--- config.mk ---
export PLATFORM = sky130hd
export DESIGN_NAME = inst_cache_loader
export DESIGN_NICKNAME = d
export VERILOG_FILES = /design/src/rtl/inst_cache_loader_pkg.sv /design/src/rtl/inst_cache_loader_sum32.sv /design/src/rtl/inst_cache_loader.sv
export SDC_FILE = /design/constraint.sdc
export NUM_CORES = 1
export LEC_CHECK = 0
export CORE_UTILIZATION = 40
export DETAILED_ROUTE_END_ITERATION = 8
export PLACE_DENSITY = 0.73
export SLEW_MARGIN = 30
export SYNTH_ARGS = -nofsm -noshare
export SYNTH_HDL_FRONTEND = slang
export SYNTH_SLANG_ARGS = --single-unit
export TNS_END_PERCENT = 30
--- constraint.sdc ---
create_clock -name clk -period 14.1 [get_ports clk]
set_input_delay 3.525 -clock clk [delete_from_list [all_inputs] [get_ports clk]]
set_output_delay 3.525 -clock clk [all_outputs]
set_load 0.02 [all_outputs]
--- src/rtl/inst_cache_loader_pkg.sv ---
// Shared definitions for the instruction cache and its debug-port loader.
package core_pkg;

    typedef enum logic [1:0] {
        IDLE,
        LOAD,
        VERIFY,
        CHECK
    } ldr_state_e;

    localparam int unsigned ICACHE_DEPTH_W = 12;

    // Upper word-address bits [31:14] that must match for an access to hit the cache.
    localparam logic [17:0] ICACHE_VALID_HI = 18'h0;

endpackage

--- src/rtl/inst_cache_loader_sum32.sv ---
// 32-bit wrapping accumulator with synchronous clear and add enable.
module ldr_sum32 (
    input  logic        clk,
    input  logic        rst,
    input  logic        clr_i,
    input  logic        en_i,
    input  logic [31:0] add_i,
    output logic [31:0] sum_o
);

    logic [31:0] sum_q;

    always_ff @(posedge clk or posedge rst) begin
        if (rst) begin
            sum_q <= '0;
        end else if (clr_i) begin
            sum_q <= '0;
        end else if (en_i) begin
            sum_q <= sum_q + add_i;
        end
    end

    assign sum_o = sum_q;

endmodule

--- src/rtl/inst_cache_loader.sv ---
// Streams a program image into the instruction cache debug port, then reads
// it back and compares the write and readback checksums.
module inst_cache_loader
    import core_pkg::*;
#(
    parameter int unsigned DEPTH_W = ICACHE_DEPTH_W,
    parameter int unsigned CNT_W   = 13
) (
    input  logic             clk,
    input  logic             rst,
    input  logic             start,
    input  logic [29:0]      base_addr,
    input  logic [CNT_W-1:0] word_count,
    input  logic             in_valid,
    input  logic [31:0]      in_data,
    output logic             in_ready,
    output logic             write_en,
    output logic [29:0]      debug_addr,
    output logic [31:0]      debug_input,
    input  logic [31:0]      debug_data,
    output logic             busy,
    output logic             done,
    output logic             error,
    output logic [31:0]      checksum
);

    localparam int unsigned HI_W = 30 - DEPTH_W;
    localparam logic [HI_W-1:0] HI_REF = HI_W'(ICACHE_VALID_HI);
    localparam logic [CNT_W:0]  DEPTH_WORDS = (CNT_W+1)'(1 << DEPTH_W);

    ldr_state_e       state_q, state_d;
    logic [29:0]      base_q, base_d;
    logic [CNT_W-1:0] cnt_q, cnt_d;
    logic [CNT_W-1:0] idx_q, idx_d;
    logic [CNT_W-1:0] vidx_q, vidx_d;
    logic             wen_q, wen_d;
    logic [29:0]      addr_q, addr_d;
    logic [31:0]      wdata_q, wdata_d;
    logic             done_q, done_d;
    logic             err_q, err_d;
    logic             avld_q, avld_d;
    logic             rvld_q, rvld_d;

    logic             beat;
    logic             sum_clr;
    logic             range_fault;
    logic [CNT_W:0]   end_word;
    logic [31:0]      wsum;
    logic [31:0]      rsum;

    // One bit wider than the count so an oversize count cannot wrap past the check.
    assign end_word    = (CNT_W+1)'(base_addr[DEPTH_W-1:0]) + (CNT_W+1)'(word_count);
    assign range_fault = (base_addr[29:DEPTH_W] != HI_REF) || (end_word > DEPTH_WORDS);

    assign in_ready = (state_q == LOAD) && (idx_q < cnt_q);
    assign beat     = in_valid && in_ready;

    always_comb begin
        state_d = state_q;
        base_d  = base_q;
        cnt_d   = cnt_q;
        idx_d   = idx_q;
        vidx_d  = vidx_q;
        wen_d   = 1'b0;
        addr_d  = addr_q;
        wdata_d = wdata_q;
        done_d  = 1'b0;
        err_d   = err_q;
        avld_d  = 1'b0;
        rvld_d  = avld_q;
        sum_clr = 1'b0;

        case (state_q)
            IDLE: begin
                if (start) begin
                    base_d  = base_addr;
                    cnt_d   = word_count;
                    idx_d   = '0;
                    vidx_d  = '0;
                    sum_clr = 1'b1;
                    err_d   = range_fault;
                    if (range_fault || (word_count == '0)) begin
                        done_d = 1'b1;
                    end else begin
                        state_d = LOAD;
                    end
                end
            end
            LOAD: begin
                if (beat) begin
                    wen_d   = 1'b1;
                    addr_d  = base_q + 30'(idx_q);
                    wdata_d = in_data;
                    idx_d   = idx_q + CNT_W'(1);
                end else if (idx_q == cnt_q) begin
                    // Last write is on the port this cycle; first read address follows it.
                    state_d = VERIFY;
                    addr_d  = base_q;
                    avld_d  = 1'b1;
                    vidx_d  = CNT_W'(1);
                end
            end
            VERIFY: begin
                if (avld_q && (vidx_q < cnt_q)) begin
                    addr_d = base_q + 30'(vidx_q);
                    vidx_d = vidx_q + CNT_W'(1);
                    avld_d = 1'b1;
                end
                // Final readback word is accumulated on the same edge we leave.
                if (rvld_q && !avld_q) begin
                    state_d = CHECK;
                end
            end
            CHECK: begin
                done_d  = 1'b1;
                err_d   = (rsum != wsum);
                state_d = IDLE;
            end
            default: state_d = IDLE;
        endcase
    end

    always_ff @(posedge clk or posedge rst) begin
        if (rst) begin
            state_q <= IDLE;
            base_q  <= '0;
            cnt_q   <= '0;
            idx_q   <= '0;
            vidx_q  <= '0;
            wen_q   <= 1'b0;
            addr_q  <= '0;
            wdata_q <= '0;
            done_q  <= 1'b0;
            err_q   <= 1'b0;
            avld_q  <= 1'b0;
            rvld_q  <= 1'b0;
        end else begin
            state_q <= state_d;
            base_q  <= base_d;
            cnt_q   <= cnt_d;
            idx_q   <= idx_d;
            vidx_q  <= vidx_d;
            wen_q   <= wen_d;
            addr_q  <= addr_d;
            wdata_q <= wdata_d;
            done_q  <= done_d;
            err_q   <= err_d;
            avld_q  <= avld_d;
            rvld_q  <= rvld_d;
        end
    end

    ldr_sum32 u_write_sum (
        .clk   (clk),
        .rst   (rst),
        .clr_i (sum_clr),
        .en_i  (beat),
        .add_i (in_data),
        .sum_o (wsum)
    );

    ldr_sum32 u_read_sum (
        .clk   (clk),
        .rst   (rst),
        .clr_i (sum_clr),
        .en_i  (rvld_q),
        .add_i (debug_data),
        .sum_o (rsum)
    );

    assign write_en    = wen_q;
    assign debug_addr  = addr_q;
    assign debug_input = wdata_q;
    assign busy        = (state_q != IDLE);
    assign done        = done_q;
    assign error       = err_q;
    assign checksum    = wsum;

endmodule

# Word-level counts from Yosys, hierarchy flattened
# Index checks and enable logic that the tools add are counted.
dict set report word_totals {
  ff_bits 202
  inputBits 111
  output_inout_bits 99
  wordCells 95
}
dict set report classes {
  add_sub_neg 7
  magnitude_cmp 3
  n_eq_ne 13
  mux 34
  n_reduce_logical 24
}
# operator count
set ops {}
lappend ops {{$mux W32} 4}
lappend ops {{$mux W30} 3}
lappend ops {{$mux W13} 5}
lappend ops {{$add A32 B32 Y32} 2}
lappend ops {{$add A30 B13 Y30} 2}
lappend ops {{$pmux W30 S2} 1}
lappend ops {{$pmux W13 S3} 1}
lappend ops {{$ne A32 B32 Y1} 1}
lappend ops {{$add A13 B1 Y13 const B} 2}
lappend ops {{$lt A13 B13 Y1} 2}
lappend ops {{$pmux W13 S2} 1}
lappend ops {{$reduce_bool A18 Y1} 1}
lappend ops {{$add A12 B13 Y14} 1}
lappend ops {{$gt A14 B13 Y1 const B} 1}
lappend ops {{$eq A13 B13 Y1} 1}
lappend ops {{$logic_not A13 Y1} 1}
lappend ops {{$ne A2 B2 Y1 const B} 6}
lappend ops {{$reduce_bool A2 Y1} 6}
lappend ops {{$mux W1} 10}
lappend ops {{$mux W2} 5}
lappend ops {{$reduce_and A5 Y1} 2}
lappend ops {{$pmux W2 S4} 1}
lappend ops {{$pmux W1 S2} 3}
lappend ops {{$reduce_and A2 Y1} 3}
lappend ops {{10 further kinds} 16}

# Longest topological paths before layout
dict set report depth {
  word_depth 7
  ltp_mapped 13
  mapped_depth_nobuf 12
}

# Modules after synthesis
# A second synthesis with hierarchy kept.
dict set report unflattened {
  cells_unflattened 1652
  hier_area_um2 15293.4
}
# mod instances cells_per_inst area_each_um2
set by_module_without_submodules {}
lappend by_module_without_submodules {inst_cache_loader 1 979 9266.4}
lappend by_module_without_submodules {{ldr_sum32 at u_read_sum} 1 337 3031.7}
lappend by_module_without_submodules {{ldr_sum32 at u_write_sum} 1 336 2995.4}

# Worst setup path after synthesis
# Ideal clock, no wire load.
dict set report synth_timing {
  kind {input -> register}
  startpoint {in base_addr[0]}
  endpoint {reg done_q (netlist: done)}
  setup_ns 0.121
  arrival_ns 6.197
  slack_ns 7.782
  stages 12
  path_buffers 0
  cell_sequence {ha_1 > inv_1 > fa_1 > and2b_1 > o31a_2 > nor3_1 > or4_1 > or4_4 > nor4b_4 > a211oi_2 > nand2b_1 > a22o_1}
}
dict set report synth_between {
  elab_chain_len 7
}
# element line
set synth_lines {}
lappend synth_lines {{from (decl)} inst_cache_loader.sv:12} ;# input logic [29:0] base_addr,
lappend synth_lines {{$add A12 B13 Y14} inst_cache_loader.sv:52} ;# assign end_word = (CNT_W+1)'(base_addr[DEPTH_W-1:0]) + (CNT_W+1)'(word_count);
lappend synth_lines {{$gt A14 B13 Y1} inst_cache_loader.sv:53} ;# assign range_fault = (base_addr[29:DEPTH_W] != HI_REF) || (end_word > DEPTH_WORDS);
lappend synth_lines {{$logic_or A1 B1 Y1} inst_cache_loader.sv:53}
lappend synth_lines {{$logic_or A1 B1 Y1} inst_cache_loader.sv:82} ;# if (range_fault || (word_count == '0)) begin
lappend synth_lines {{$mux W1} inst_cache_loader.sv:82}
lappend synth_lines {{$mux W1} inst_cache_loader.sv:75} ;# if (start) begin
lappend synth_lines {{$pmux W1 S2} inst_cache_loader.sv:73} ;# case (state_q)
lappend synth_lines {{net done_d} inst_cache_loader.sv:39} ;# logic done_q, done_d;
lappend synth_lines {{to (signal assigned)} inst_cache_loader.sv:146} ;# done_q <= done_d;
lappend synth_lines {{to (decl)} inst_cache_loader.sv:39}
# The timed path passes the listed nets, and every way through them passes these cells.
# A chain may end at the register's enable or synchronous reset.

# Final worst setup path
dict set report layout_timing {
  startpoint {in word_count[0]}
  endpoint {reg done_q (netlist: done)}
}
dict set report layout_between {
  elab_chain_len 7
  word_cells_on_any_way 8
  cone_classes {add/sub (1); order compare (1); mux (3); reduce/logical (3)}
}
# element line
set layout_lines {}
lappend layout_lines {{from (decl)} inst_cache_loader.sv:13} ;# input logic [CNT_W-1:0] word_count,
lappend layout_lines {{$add A12 B13 Y14} inst_cache_loader.sv:52}
lappend layout_lines {{$gt A14 B13 Y1} inst_cache_loader.sv:53}
lappend layout_lines {{$logic_or A1 B1 Y1} inst_cache_loader.sv:53}
lappend layout_lines {{$logic_or A1 B1 Y1 (*)} inst_cache_loader.sv:82}
lappend layout_lines {{$mux W1 (*)} inst_cache_loader.sv:82}
lappend layout_lines {{$mux W1 (*)} inst_cache_loader.sv:75}
lappend layout_lines {{$pmux W1 S2 (*)} inst_cache_loader.sv:73}
lappend layout_lines {{net done_d} inst_cache_loader.sv:39}
# Mark *: on every way through the listed nets, which the timed path passes. The rest lies on a longest branch.

==> results.yml <==
detailed_routing:
  drt-initial-drc-count: 991
  ant_nets: 0
  vias_per_cell: 5.70
  routed_wl_um: 44200
  firstDrtPassIters: 5
  drc: 0
  avgRoutedWirePerCell_um: 18.4
  via_count: 13695
yosys:
  syn-cell-area_um2: 14700
  avgSynthCellArea_um2: 8.42
  synth_fa_ha_area_frac: 0.118
  ys_types: 90
  synth_seq_area_share: 0.344
  synth_compound_area_frac: 0.193
  synthesis.nets: 1991
  synthArstFlopShare: 1.00
  synth_mux_area_frac: 0.0224
  synth_top_family_by_area: "simple AND/OR/NAND/NOR gates"
  ys_top_cells_by_count: "330 x nand2_1, 202 x dfrtp_1, 139 x nor2_1, 131 x ha_1, 115 x a21oi_1"
  synth_ff_type: "dfrtp_1"
  synth_cells: 1744
  synth_edf_count: 0
  synth_top_area_cell: "dfrtp_1"
  yosys-top-cells-area: "dfrtp_1 34%, ha_1 11%, nand2_1 8.4%"
  synth-xor-area-share: 0.0763
  yosys.area.top_type_share: 0.344
  synth_seq_cells: 202
  synthSimpleGateAreaFrac: 0.215
  yosysWarnings: 0
  synth.most_common_cell: "nand2_1"
critical_path:
  cp_slowest_cell: "or4_1"
  path_cells: "clkdlybuf4s50_1 > ha_1 > inv_1 > fa_1 > and2b_1 > o31a_2 > nor3_1 > or4_1 > or4_4 > nor3_1 > a211oi_2 > nand2b_1 > a22o_1"
  cp-end-kind: "flop"
  worstSetupStartpointType: "input pin"
  path_class: "input pin to flop"
  critical-path-top-cell-by-count: "nor3_1"
  critPathArrivalTime_ps: 6980
  critical_path_buf_inv_count: 2
  cp_top_family: "simple AND/OR/NAND/NOR gates"
  required_ps: 14500
  crit_fanout: 4
  slowest_delay_ps: 540
cts:
  cts_made_buffers: 23
  h-tree-depth: 1
  cts_root_buffer: "clkbuf_16"
  cts_buffer_depth: 3
  ctsResizeCount: 0
  cts_hold_buf: 0
  clock-sinks: 202
  cts_tree: "done"
  cts_setup_buffers: 0
  path_clk_slew_ps: 60
  clock_latency_ps: 520
placed_design:
  dpl.hpwl_um: 33300
  gp_congestion: 0.919
  placed_area_um2: 17200
  place_inst: 2363
  port_buffers: 209
floorplanning:
  dieHeight_um: 194
  start_util: 0.410
  placementRows: 69
  die_x_um: 194
  io_pins: 210
  die_area_um2: 37500
  core_um2: 35800
worst_hold_path:
  hp-class: "flop to flop"
timing:
  hold_ws_ps: 405
  worstMarginPinSlew_ps: 1060
  finalSetupViolations: 0
  final_min_period_over_clock_period: 0.467
  rsz0062_at_grt: "no"
  finClkSkew_ps: 16.1
  fmax_mhz: 152
  maxSlewHeadroom: 0.290
  fin_tns_setup_ps: 0
  hold_violations: 0
  period_needed_ps: 6580
  slew_violations: 0
run_status:
  status: "finished clean"
finish:
  diodes: 0
  instances_no_fill: 2403
  nNetsFinal: 2175
  fin_area_um2: 17900
  syn2layout_area_growth_pct: 22.1
  fillers: 3386
  drive_gt1_frac: 0.0438
global_routing:
  antenna_found_initial: 0
  grt_pass1_vias: 13125
  grt_pass1_wl_um: 70800
  grt_overflow: 0
  track_usage: 0.232
  grt_max_degree: 136
pwr:
  power_density_nw_per_um2: 72.5
  p_total_mw: 1.30
  p_leak_nw: 8.46
  vdd_drop_max_mv: 0.0450
flow_run:
  maxCapViolations: 0
power breakdown:
part	switching, mW	internal, mW	leakage [nW]
clock	0.247	0.333	0.350
sequential	0.00157	0.581	2.70
combinational	0.0733	0.0643	5.41
total	0.322	0.978	8.46
state kept, by name, summed over array words and instances (netlist names):
register and cells:
done 1, debug_addr 30, error 1, rvld_q 1, u_write_sum.sum_o 32, avld_q 1
vidx_q 13, debug_input 32, state_q 2, u_read_sum.sum_o 32, write_en 1, base_q 30
cnt_q 13, idx_q 13
cell families after synthesis:
family,count (synthesis)
compound gates,441
xor+xnor,128
fa+ha+maj,136
buf+inv,117
flops,202
mux,32
simple gates,688
path summary, 6_finish.rpt:
path | cells after the start | slack, ps | from | end
min in group asynchronous | 2 | 3500 | rst | debug_input[15]
max in group asynchronous | 3 | 9520 | rst | state_q[1]
hold / removal | 0 | 400 | avld_q | rvld_q
setup reg to reg | 11 | 10370 | idx_q[6] | debug_addr[29]
hold reg to reg | 0 | 400 | avld_q | rvld_q
setup / recovery | 13 | 7520 | word_count[0] | done
stage by stage:
stage | utilization | worst slack (ps)
floorplan | - | 5060
global placement | 0.480 | 7110
detailed placement | 0.480 | 7020
CTS | 0.500 | 7550
global route | 0.501 | 7370
finish | 0.501 | 7520
area by class of cell:
| type | count | area, µm² | area share |
|---|---|---|---|
| Clock inverter | 7 | 63.8 | 0.00356 |
| Inverter | 58 | 230 | 0.0128 |
| Timing Repair Buffer | 218 | 2160 | 0.121 |
| Clock buffer | 32 | 639 | 0.0357 |
| Tap cell | 461 | 577 | 0.0322 |
| Multi-Input combinational cell | 1425 | 9200 | 0.513 |
| Sequential cell | 202 | 5050 | 0.282 |
layer usage:
metal,vias up,global-route usage,wire length (µm)
met4,0,0.0714,1210
met5,-,0,0
li1,6578,-,-
met2,444,0.354,18800
met3,64,0.0318,2830
met1,6609,0.340,21300
cells in the final DEF, fill, tap and decap left out, types with 7 or more instances in the layout:
| master | Yosys | layout |
|---|---|---|
| a211o_1 | 8 | 8 |
| a211oi_1 | 18 | 18 |
| a21o_1 | 47 | 47 |
| a21oi_1 | 115 | 115 |
| a31oi_1 | 18 | 18 |
| and2_1 | 8 | 7 |
| and3_1 | 27 | 27 |
| clkbuf_16 | 0 | 23 |
| clkdlybuf4s50_1 | 0 | 209 |
| dfrtp_1 | 202 | 202 |
| ha_1 | 131 | 131 |
| inv_1 | 57 | 56 |
| mux2i_1 | 28 | 28 |
| nand2_1 | 330 | 329 |
| nand2b_1 | 18 | 18 |
| nand3_1 | 36 | 36 |
| nand4_1 | 23 | 23 |
| nor2_1 | 139 | 139 |
| nor2b_1 | 11 | 11 |
| nor3_1 | 29 | 28 |
| nor4_1 | 10 | 10 |
| o211ai_1 | 10 | 10 |
| o21a_1 | 14 | 14 |
| o21ai_0 | 114 | 114 |
| o21bai_1 | 8 | 8 |
| o31ai_1 | 17 | 17 |
| or3_1 | 16 | 16 |
| xnor2_1 | 83 | 83 |
| xor2_1 | 45 | 45 |
(Power assumes the default switching activity.)
